`config.mk`:
```
export PLATFORM = sky130hd
export DESIGN_NAME = sync_fifo_ctrl_flat
export DESIGN_NICKNAME = d
export VERILOG_FILES = /design/src/rtl/fifo_pkg.sv /design/src/rtl/sync_fifo_ctrl_if.sv /design/src/rtl/fifo_skid_buf.sv /design/src/rtl/sync_fifo_ctrl.sv /design/src/flat_wrapper.sv
export SDC_FILE = /design/constraint.sdc
export NUM_CORES = 1
export LEC_CHECK = 0
export ABC_AREA = 1
export BUFFER_PORTS_ARGS = -buffer_cell sky130_fd_sc_hd__buf_2
export CAP_MARGIN = 5
export CORE_MARGIN = 4
export CORE_UTILIZATION = 55
export DETAILED_ROUTE_END_ITERATION = 12
export HOLD_SLACK_MARGIN = 0.15
export PLACE_DENSITY = 0.8
export SYNTH_ARGS = -nofsm -noshare
export SYNTH_HDL_FRONTEND = slang
export SYNTH_SLANG_ARGS = --single-unit
```
`constraint.sdc`:
```
create_clock -name i_clk -period 5.05 [get_ports i_clk]
set_input_delay 0.7575 -clock i_clk [delete_from_list [all_inputs] [get_ports i_clk]]
set_output_delay 0.7575 -clock i_clk [all_outputs]
set_load 0.01 [all_outputs]
```
`src/rtl/fifo_pkg.sv`:
```
// Shared constants and width helper for the single-clock FIFO controller.
package fifo_pkg;
    localparam int DEF_DATA_WIDTH = 8;
    localparam int DEF_ADDR_WIDTH = 10;
    localparam int DEF_RAM_DEPTH  = 1024;
    localparam int DEF_AFULL_LVL  = 1020;

    // Returns ceil(log2(value)), minimum 1: the bits needed to index 0..value-1.
    function automatic int clog2(input int value);
        int result;
        result = 0;
        while ((1 << result) < value) result++;
        return (result == 0) ? 1 : result;
    endfunction
endpackage

```
`src/rtl/sync_fifo_ctrl_if.sv`:
```
// Push/pop/status bundle between a FIFO user (master) and sync_fifo_ctrl (slave).
interface sync_fifo_ctrl_if
    import fifo_pkg::*;
#(
    parameter int DATA_WIDTH = DEF_DATA_WIDTH,
    parameter int ADDR_WIDTH = DEF_ADDR_WIDTH
) ();
    logic                  wr_valid;
    logic                  wr_ready;
    logic [DATA_WIDTH-1:0] wr_data;
    logic                  rd_valid;
    logic                  rd_ready;
    logic [DATA_WIDTH-1:0] rd_data;
    logic [ADDR_WIDTH+1:0] count;
    logic                  afull;

    modport master (
        output wr_valid, wr_data, rd_ready,
        input  wr_ready, rd_valid, rd_data, count, afull
    );

    modport slave (
        input  wr_valid, wr_data, rd_ready,
        output wr_ready, rd_valid, rd_data, count, afull
    );
endinterface

```
`src/rtl/fifo_skid_buf.sv`:
```
// Two-entry output queue that absorbs RAM read data; head is a register so
// the pop side sees first-word-fall-through data with no combinational path.
module fifo_skid_buf
    import fifo_pkg::*;
#(
    parameter int DATA_WIDTH = DEF_DATA_WIDTH
) (
    input  logic                  i_clk,
    input  logic                  i_rst,
    input  logic                  i_push,
    input  logic [DATA_WIDTH-1:0] i_push_data,
    input  logic                  i_pop,
    output logic [DATA_WIDTH-1:0] o_head,
    output logic [1:0]            o_count,
    output logic                  o_valid
);
    logic [DATA_WIDTH-1:0] head_q;
    logic [DATA_WIDTH-1:0] tail_q;
    logic [1:0]            cnt_q;
    logic                  pop_ok;
    logic                  push_ok;

    // An empty queue cannot pop; a full queue only accepts when it also pops.
    assign pop_ok  = i_pop & (cnt_q != 2'd0);
    assign push_ok = i_push & ((cnt_q != 2'd2) | pop_ok);

    // Shift head/tail on pop and enqueue behind whatever remains.
    always_ff @(posedge i_clk) begin
        if (i_rst) begin
            head_q <= '0;
            tail_q <= '0;
            cnt_q  <= 2'd0;
        end else begin
            case ({push_ok, pop_ok})
                2'b10: begin
                    if (cnt_q == 2'd0) head_q <= i_push_data;
                    else               tail_q <= i_push_data;
                    cnt_q <= cnt_q + 2'd1;
                end
                2'b01: begin
                    head_q <= tail_q;
                    cnt_q  <= cnt_q - 2'd1;
                end
                2'b11: begin
                    if (cnt_q == 2'd1) begin
                        head_q <= i_push_data;
                    end else begin
                        head_q <= tail_q;
                        tail_q <= i_push_data;
                    end
                end
                default: ;
            endcase
        end
    end

    assign o_head  = head_q;
    assign o_count = cnt_q;
    assign o_valid = (cnt_q != 2'd0);
endmodule

```
`src/rtl/sync_fifo_ctrl.sv`:
```
// Single-clock FIFO controller in front of an external dual-port RAM with a
// 1-cycle registered read. Reads are prefetched into a 2-entry skid queue so
// the pop side runs at one word per cycle.
module sync_fifo_ctrl
    import fifo_pkg::*;
#(
    parameter int RAM_DEPTH  = DEF_RAM_DEPTH,
    parameter int DATA_WIDTH = DEF_DATA_WIDTH,
    parameter int ADDR_WIDTH = DEF_ADDR_WIDTH,
    parameter int AFULL_LVL  = DEF_AFULL_LVL
) (
    input  logic                  i_clk,
    input  logic                  i_rst,
    sync_fifo_ctrl_if.slave       fifo_bus,
    output logic [ADDR_WIDTH-1:0] o_ram_waddr,
    output logic                  o_ram_wen,
    output logic [DATA_WIDTH-1:0] o_ram_wdata,
    output logic [ADDR_WIDTH-1:0] o_ram_raddr,
    output logic                  o_ram_ren,
    input  logic [DATA_WIDTH-1:0] i_ram_rdata
);
    localparam int CNT_W   = clog2(RAM_DEPTH + 1);
    localparam int COUNT_W = ADDR_WIDTH + 2;

    logic [ADDR_WIDTH-1:0] wptr_q;
    logic [ADDR_WIDTH-1:0] rptr_q;
    logic [CNT_W-1:0]      ram_cnt_q;
    logic [CNT_W-1:0]      ram_cnt_nxt;
    logic                  inflight_q;
    logic                  afull_q;
    logic [1:0]            obuf_cnt;
    logic [2:0]            pending;
    logic                  push;
    logic                  pop_now;
    logic                  ren;

    assign fifo_bus.wr_ready = (ram_cnt_q != CNT_W'(RAM_DEPTH));
    assign push    = fifo_bus.wr_valid & fifo_bus.wr_ready;
    assign pop_now = fifo_bus.rd_valid & fifo_bus.rd_ready;

    // Entries the skid queue will hold once this cycle's pop and the
    // in-flight read settle; only issue a read if there is room for it.
    assign pending = {1'b0, obuf_cnt} + {2'b00, inflight_q} - {2'b00, pop_now};
    assign ren     = (ram_cnt_q != '0) & (pending < 3'd2);

    assign ram_cnt_nxt = ram_cnt_q + CNT_W'(push) - CNT_W'(ren);

    // Pointers, RAM occupancy, read pipeline stage and almost-full flag.
    always_ff @(posedge i_clk) begin
        if (i_rst) begin
            wptr_q     <= '0;
            rptr_q     <= '0;
            ram_cnt_q  <= '0;
            inflight_q <= 1'b0;
            afull_q    <= 1'b0;
        end else begin
            if (push)
                wptr_q <= (wptr_q == ADDR_WIDTH'(RAM_DEPTH - 1)) ? '0 : wptr_q + 1'b1;
            if (ren)
                rptr_q <= (rptr_q == ADDR_WIDTH'(RAM_DEPTH - 1)) ? '0 : rptr_q + 1'b1;
            ram_cnt_q  <= ram_cnt_nxt;
            inflight_q <= ren;
            afull_q    <= (ram_cnt_nxt >= CNT_W'(AFULL_LVL));
        end
    end

    fifo_skid_buf #(
        .DATA_WIDTH (DATA_WIDTH)
    ) u_skid (
        .i_clk       (i_clk),
        .i_rst       (i_rst),
        .i_push      (inflight_q),
        .i_push_data (i_ram_rdata),
        .i_pop       (pop_now),
        .o_head      (fifo_bus.rd_data),
        .o_count     (obuf_cnt),
        .o_valid     (fifo_bus.rd_valid)
    );

    assign fifo_bus.count = COUNT_W'(ram_cnt_q) + COUNT_W'(inflight_q) + COUNT_W'(obuf_cnt);
    assign fifo_bus.afull = afull_q;

    assign o_ram_wen   = push;
    assign o_ram_waddr = wptr_q;
    assign o_ram_wdata = fifo_bus.wr_data;
    assign o_ram_ren   = ren;
    assign o_ram_raddr = rptr_q;
endmodule

```
`src/flat_wrapper.sv`:
```
// flat-port wrapper written by rule: the top's interface ports become plain ports
module sync_fifo_ctrl_flat import fifo_pkg::*;
#(
    parameter int RAM_DEPTH  = DEF_RAM_DEPTH,
    parameter int DATA_WIDTH = DEF_DATA_WIDTH,
    parameter int ADDR_WIDTH = DEF_ADDR_WIDTH,
    parameter int AFULL_LVL  = DEF_AFULL_LVL
)
  (i_clk, i_rst, o_ram_waddr, o_ram_wen, o_ram_wdata, o_ram_raddr, o_ram_ren, i_ram_rdata, fifo_bus_wr_valid, fifo_bus_wr_data, fifo_bus_rd_ready, fifo_bus_wr_ready, fifo_bus_rd_valid, fifo_bus_rd_data, fifo_bus_count, fifo_bus_afull);
  sync_fifo_ctrl_if #(.DATA_WIDTH(DATA_WIDTH), .ADDR_WIDTH(ADDR_WIDTH)) fifo_bus_i ();
  input  logic i_clk;
  input  logic i_rst;
  output logic [ADDR_WIDTH-1:0] o_ram_waddr;
  output logic o_ram_wen;
  output logic [DATA_WIDTH-1:0] o_ram_wdata;
  output logic [ADDR_WIDTH-1:0] o_ram_raddr;
  output logic o_ram_ren;
  input  logic [DATA_WIDTH-1:0] i_ram_rdata;
  input wire logic [$bits(fifo_bus_i.wr_valid)-1:0] fifo_bus_wr_valid;
  input wire logic [$bits(fifo_bus_i.wr_data)-1:0] fifo_bus_wr_data;
  input wire logic [$bits(fifo_bus_i.rd_ready)-1:0] fifo_bus_rd_ready;
  output wire logic [$bits(fifo_bus_i.wr_ready)-1:0] fifo_bus_wr_ready;
  output wire logic [$bits(fifo_bus_i.rd_valid)-1:0] fifo_bus_rd_valid;
  output wire logic [$bits(fifo_bus_i.rd_data)-1:0] fifo_bus_rd_data;
  output wire logic [$bits(fifo_bus_i.count)-1:0] fifo_bus_count;
  output wire logic [$bits(fifo_bus_i.afull)-1:0] fifo_bus_afull;
  assign fifo_bus_i.wr_valid = fifo_bus_wr_valid;
  assign fifo_bus_i.wr_data = fifo_bus_wr_data;
  assign fifo_bus_i.rd_ready = fifo_bus_rd_ready;
  assign fifo_bus_wr_ready = fifo_bus_i.wr_ready;
  assign fifo_bus_rd_valid = fifo_bus_i.rd_valid;
  assign fifo_bus_rd_data = fifo_bus_i.rd_data;
  assign fifo_bus_count = fifo_bus_i.count;
  assign fifo_bus_afull = fifo_bus_i.afull;
  sync_fifo_ctrl #(.RAM_DEPTH(RAM_DEPTH), .DATA_WIDTH(DATA_WIDTH), .ADDR_WIDTH(ADDR_WIDTH), .AFULL_LVL(AFULL_LVL)) u_core (.i_clk(i_clk), .i_rst(i_rst), .fifo_bus(fifo_bus_i), .o_ram_waddr(o_ram_waddr), .o_ram_wen(o_ram_wen), .o_ram_wdata(o_ram_wdata), .o_ram_raddr(o_ram_raddr), .o_ram_ren(o_ram_ren), .i_ram_rdata(i_ram_rdata));
endmodule
```
==> impl_metrics.csv, run 1 <==
group,metric,value,unit
die,ios,73,
worst_setup_path,reg2reg_from,"u_core.u_skid.o_count[1]",
job,maxCapViolCount,0,
global_routing,grt_pass1_wl,12800,um
finish,area_growth,11.0,%
synthesis,yosys-top-cells-count,"nand2_1 (97), inv_1 (70), dfxtp_1 (51), nor2_1 (40), a21oi_1 (38)",
sta,worst_hold_slack,501,ps
finish,nets,570,
sta,finalSetupTns,0,ps
cts,cts_hold_buf,0,
synthesis,syn_nets,523,
worst_setup_path,setup.worst_path.start,"u_core.u_skid.o_count[1]",
synthesis,synth.top_cell.area_share,30.7,%
power_and_ir_drop,p_int,1.21,mW
finish,antenna_cells,0,
worst_setup_path,max_stage_delay,550,ps
sta,rsz0062_at_grt,"no",
drt,drt_first_pass_iters,4,
worst_setup_path,crit_fanout,9,
drt,drc,0,
sta,slew_headroom,56.9,%
placement,gp_congestion,0.903,
worst_setup_path,start_kind,"flip-flop",
placement,port-buffer-count,56,
worst_setup_path,crit_path_end_kind,"flip-flop",
drt,postRouteAntennaNets,0,
power_and_ir_drop,pwr-share-clk,10.3,%
cts,post_cts_buffers,0,
finish,multi_input_area,1930,um2
worst_setup_path,cp-endpoint,"u_core.fifo_bus.afull",
synthesis,yosysWarnings,0,
drt,viasPerCell,5.23,
synthesis,syn-cell-area,3320,um2
cts,clk_latency,300,ps
synthesis,syn_area_per_cell,7.08,um2
worst_setup_path,cpMostUsedCell,"nand2_1",
power_and_ir_drop,switching_share,50.8,%
worst_setup_path,r2r_slack,600,ps
sta,hold_violations,0,
sta,tightest_slew,646,ps
synthesis,synth_edf_count,0,
worst_setup_path,cp_cell_sequence,"inv_1 > ha_1 > inv_1 > nand2_1 > inv_1 > ha_1 > or2_2 > fa_1 > xnor2_2 > nand2_2 > a21oi_4 > ha_1 > inv_1 > ha_1 > fa_1 > nand2_1 > nand3_1 > nand3_1 > nand3_1 > nand2_1 > nand2_1 > nor2_1 > nand3_1 > nand2_1",
finish,drive_above_1_share,14.9,%
power_and_ir_drop,power_frac_comb,63.9,%
cts,clock-sinks,51,
worst_hold_path,worstHoldPathType,"flip-flop to flip-flop",
worst_setup_path,worstSetupPathType,"flip-flop to flip-flop",
synthesis,ys_ff_latch,51,
drt,drt-initial-drc-count,156,
worst_hold_path,min_from,"u_core.u_skid.tail_q[5]",
drt,vias,3096,
global_routing,grt-ovfl-total,0,
cts,cts_tree,"built",
worst_setup_path,worstPathArrival,4700,ps
sta,setup_violations,0,
global_routing,grt_start_max_net_pins,25,
cts,htreeDepth,2,
worst_setup_path,worstReg2RegEnd,"u_core.fifo_bus.afull",
die,die_h,85.7,um
synthesis,yosys.area.top_type,"dfxtp_1",
drt,wire_per_inst,12.6,um
global_routing,grt_pass1_vias,2966,
cts,clkTransAtPathRegs,90,ps
finish,register_area,1020,um2
finish,fillers,576,
placement,place_ws,705,ps
global_routing,grt_use_total,21.1,%
sta,period_share,88.0,%
die,die_area,7340,um2
global_routing,antenna_found_initial,0,
sta,max_freq,225,MHz
worst_hold_path,hold_depth,2,
synthesis,synthTopCellsByArea,"dfxtp_1 (31%), ha_1 (11%), nand2_1 (11%)",
power_and_ir_drop,power_frac_seq,25.9,%
power_and_ir_drop,switchingPower,1.25,mW
die,start_util,56.4,%
die,core,5890,um2
sta,slew_violations,0,
power_and_ir_drop,leakagePower,1.88,nW
cts,root_buffer,"clkbuf_8",
cts,numCtsBuffers,5,
synthesis,synthArstFlopShare,0,%
synthesis,seq_area_frac_synth,30.7,%
cts,cts_buffer_depth,2,
die,rows,28,
synthesis,synthCells,469,
worst_setup_path,r2r_cells,24,
synthesis,synth_cell_types,34,
worst_setup_path,worst_ep_required_time,5300,ps
synthesis,synth-main-ff-cell,"dfxtp_1",
die,chipWidth,85.7,um
power_and_ir_drop,ir_worst_vdd,0.352,mV
drt,wl,7480,um
sta,fin_crit,4450,ps
sta,setup_slack,605,ps
worst_setup_path,cp_slowest_cell,"dfxtp_1",
cts,cts-resized-gates,0,
power_and_ir_drop,power_density,666,nW/um2
sta,fin_skew,5.26,ps
outcome,status,"complete, no violations",
placement,dp_hpwl,5730,um
synthesis,synth.most_common_cell,"nand2_1",
-- state kept, by name, indices dropped and copies added (netlist names) --
signal / flops
u_core.u_skid.tail_q: 8
u_core.u_skid.o_head: 8
u_core.inflight_q: 1
u_core.o_ram_raddr: 10
u_core.ram_cnt_q: 11
u_core.o_ram_waddr: 10
u_core.fifo_bus.afull: 1
u_core.u_skid.o_count: 2
-- area by class of cell --
| class | count | area share, % |
|---|---|---|
| Clock inverter | 1 | 0.238 |
| Tap cell | 75 | 2.55 |
| Clock buffer | 7 | 2.34 |
| Multi-Input combinational cell | 331 | 52.3 |
| Timing Repair Buffer | 56 | 7.61 |
| Inverter | 71 | 7.23 |
| Sequential cell | 51 | 27.7 |
-- metal layers --
| layer | GRT usage [%] | vias up | part of all wire [%] |
|---|---|---|---|
| met2 | 38.0 | 77 | 49 |
| met1 | 25.2 | 1408 | 45 |
| met3 | 4.42 | 12 | 5.3 |
| li1 | - | 1599 | - |
| met5 | 0 | - | 0 |
| met4 | 5.76 | 0 | 1.4 |
-- worst max-delay path, delay by kind of cell, from the launching register on --
kind | cells | cell delay, ps
compound gates | 1 | 270
simple gates | 12 | 1320
buf+inv | 4 | 380
flops | 1 | 550
xor+xnor | 1 | 200
fa+ha+maj | 6 | 1690
-- worst min-delay path by stage --
stage / to / slack (ps)
after floorplan: u_core.u_skid.tail_q[4] / 450
after global placement: u_core.u_skid.tail_q[7] / 470
after detailed placement: u_core.u_skid.tail_q[7] / 480
after CTS: u_core.u_skid.tail_q[7] / 500
after global routing: u_core.u_skid.tail_q[7] / 530
final: u_core.u_skid.tail_q[5] / 500
-- power by group through the flow --
stage          registers, mW  clock network [mW]  logic, mW
3_3_place_gp           0.636                   0       1.50
2_1_floorplan          0.645                   0       1.16
4_1_cts                0.634               0.260       1.56
5_1_grt                0.655               0.275       1.79
6_report               0.635               0.252       1.57
3_5_place_dp           0.642                   0       1.54
-- cell usage in the layout, fill, tap and decap left out, drive strengths merged, types with 7 or more instances in the layout --
cell and n:
nand2 100, inv 71, buf 56, dfxtp 51, nor2 41, a21oi 40
nand3 31, o21ai 31, ha 30, xor2 16, nand4 14, nor3 10
clkbuf 7
-- metrics by stage --
step           power (mW)  std cells  utilization (%)  area (um2)
2_1_floorplan        1.81        469                -        3320
3_3_place_gp         2.13        584             61.0        3590
3_5_place_dp         2.18        584             61.0        3590
4_1_cts              2.46        592             62.6        3680
5_1_grt              2.72        592             62.6        3680
6_report             2.45        592             62.6        3680
-- cells by family after synthesis --
kind of cell / count (synthesis) / share of synthesized area [%]
flip-flops: 51 / 30.7
AO/OA/AOI/OAI: 78 / 12.8
XOR/XNOR: 17 / 4.71
buffers and inverters: 87 / 11.2
AND/OR/NAND/NOR: 200 / 26.3
adder cells (fa/ha/maj): 34 / 13.7
multiplexers: 2 / 0.603
(Power assumes the default switching activity.)
==> run 2: changes to the inputs <==
- BUFFER_PORTS_ARGS: -buffer_cell sky130_fd_sc_hd__buf_2 -> -buffer_cell sky130_fd_sc_hd__buf_4
- CTS_CLUSTER_SIZE: default -> 24
==> run 2 against run 1 <==
Power up 2.7%; non-clock buffer count unchanged; sequential share of layout area down 1.0 points; wire length up 0.45%; worst setup slack better by 46 ps; via count up 0.13%.
==> impl_metrics.csv, run 2 (synthesis results as in run 1) <==
group,metric,value,unit
outcome,status,"complete, no violations",
worst_setup_path,r2r_cells,24,
placement,dp_hpwl,5740,um
power_and_ir_drop,p_int,1.27,mW
drt,drt-initial-drc-count,120,
power_and_ir_drop,switchingPower,1.25,mW
cts,cts-resized-gates,0,
power_and_ir_drop,switching_share,49.6,%
global_routing,antenna_found_initial,0,
cts,cts_hold_buf,0,
cts,clk_latency,300,ps
finish,antenna_cells,0,
global_routing,grt-ovfl-total,0,
drt,viasPerCell,5.24,
global_routing,grt_use_total,20.9,%
sta,finalSetupTns,0,ps
die,chipWidth,85.7,um
sta,slew_violations,0,
worst_setup_path,cp_slowest_cell,"dfxtp_1",
cts,root_buffer,"clkbuf_8",
drt,vias,3100,
sta,rsz0062_at_grt,"no",
sta,max_freq,227,MHz
finish,area_growth,15.2,%
worst_hold_path,hold_depth,2,
die,ios,73,
power_and_ir_drop,pwr-share-clk,10.2,%
worst_setup_path,reg2reg_from,"u_core.u_skid.o_count[1]",
sta,hold_violations,0,
power_and_ir_drop,power,2.52,mW
worst_setup_path,worstSetupPathType,"flip-flop to flip-flop",
global_routing,grt_pass1_vias,2961,
drt,postRouteAntennaNets,0,
worst_setup_path,start_kind,"flip-flop",
finish,nets,570,
cts,cts_buffer_depth,2,
die,rows,28,
power_and_ir_drop,leakagePower,1.90,nW
power_and_ir_drop,power_frac_comb,64.4,%
die,die_h,85.7,um
worst_setup_path,crit_path_end_kind,"flip-flop",
worst_setup_path,crit_fanout,9,
drt,wl,7510,um
worst_hold_path,min_from,"u_core.u_skid.tail_q[7]",
worst_setup_path,worst_ep_required_time,5300,ps
drt,wire_per_inst,12.7,um
finish,final_common_cell,"nand2_1",
cts,clkTransAtPathRegs,100,ps
worst_setup_path,cp_cell_sequence,"inv_1 > ha_1 > inv_1 > nand2_1 > inv_1 > ha_1 > or2_2 > fa_1 > xnor2_2 > nand2_2 > a21oi_4 > ha_1 > inv_1 > ha_1 > fa_1 > nand2_1 > nand3_1 > nand3_1 > nand3_1 > nand2_1 > nand2_1 > nor2_1 > nand3_1 > nand2_1",
power_and_ir_drop,power_frac_seq,25.4,%
sta,slew_headroom,56.8,%
sta,setup_violations,0,
power_and_ir_drop,power_density,659,nW/um2
finish,largest_reg_flops,11,
worst_setup_path,worstReg2RegEnd,"u_core.fifo_bus.afull",
die,start_util,56.4,%
drt,drc,0,
die,core,5890,um2
finish,final_cell_mix,"nand2_1 (97), inv_1 (70), buf_4 (56)",
finish,top_register,"u_core.ram_cnt_q",
cts,post_cts_buffers,0,
global_routing,grt_start_max_net_pins,25,
cts,htreeDepth,2,
worst_setup_path,cpMostUsedCell,"nand2_1",
job,maxCapViolCount,0,
cts,numCtsBuffers,5,
worst_setup_path,r2r_slack,650,ps
finish,drive_above_1_share,15.1,%
finish,fillers,546,
power_and_ir_drop,ir_worst_vdd,0.384,mV
cts,cts_tree,"built",
sta,tightest_slew,648,ps
worst_hold_path,worstHoldPathType,"flip-flop to flip-flop",
worst_setup_path,cp_top_family,"adder cells",
die,die_area,7340,um2
global_routing,grt_pass1_wl,12900,um
placement,gp_congestion,0.914,
sta,fin_skew,7.13,ps
placement,port-buffer-count,56,
worst_setup_path,path_buf_inv,4,
worst_setup_path,worstPathArrival,4650,ps
sta,fin_crit,4400,ps
worst_hold_path,hold_end,"u_core.u_skid.tail_q[7]",
worst_setup_path,max_stage_delay,550,ps
cts,clock-sinks,51,
drt,drt_first_pass_iters,4,
sta,period_share,87.1,%
worst_setup_path,path_depth,24,
==> run 2: per-stage QoR <==
stage	instances	hold WS, ps	util [%]	worst slack (ps)	cell area [um2]
CTS	592	509	65.0	655	3830
global route	592	523	65.0	226	3830
finish	592	502	65.0	651	3830
global placement	584	468	63.4	851	3730
detailed placement	584	494	63.4	683	3730
floorplan	469	454	-	986	3320
==> run 2: cell type report <==
cell class	count	area (um2)	area share [%]
multi-input combinational	331	1930	50.4
sequential	51	1020	26.7
timing repair buffer	56	420	11.0
inverter	71	267	6.97
tap	75	93.8	2.45
clock buffer	6	82.6	2.16
clock inverter	2	13.8	0.360
==> run 2: metal layers <==
metal  GRT usage (%)  up-vias  share of wire [%]
li1                -     1595                  -
met1            25.6     1415                 44
met2            38.3       81                 50
met3            3.55        9                5.6
met4            4.46        0               0.87
met5               0        -                  0
==> run 2: worst max path at each step <==
stage	start	end	slack (ps)
2_1_floorplan	u_core.u_skid.o_count[1]	u_core.fifo_bus.afull	990
3_3_place_gp	fifo_bus_rd_ready	u_core.fifo_bus.afull	850
3_5_place_dp	u_core.u_skid.o_count[1]	u_core.fifo_bus.afull	680
4_1_cts	u_core.u_skid.o_count[1]	u_core.fifo_bus.afull	660
5_1_grt	u_core.u_skid.o_count[1]	u_core.fifo_bus.afull	230
6_report	u_core.u_skid.o_count[1]	u_core.fifo_bus.afull	650
==> run 2: power by group through the flow <==
stage | Combinational (mW) | Clock [mW] | Sequential, mW
after global placement | 1.57 | 0 | 0.640
after detailed placement | 1.61 | 0 | 0.649
after global routing | 1.84 | 0.275 | 0.661
final | 1.62 | 0.258 | 0.641
after CTS | 1.62 | 0.263 | 0.641
after floorplan | 1.16 | 0 | 0.645
==> run 2: tightest hold or removal path, cell delays in order, from the launching register on <==
cell and delay, ps:
dfxtp_1 330, nor2_1 90, nor2_1 50
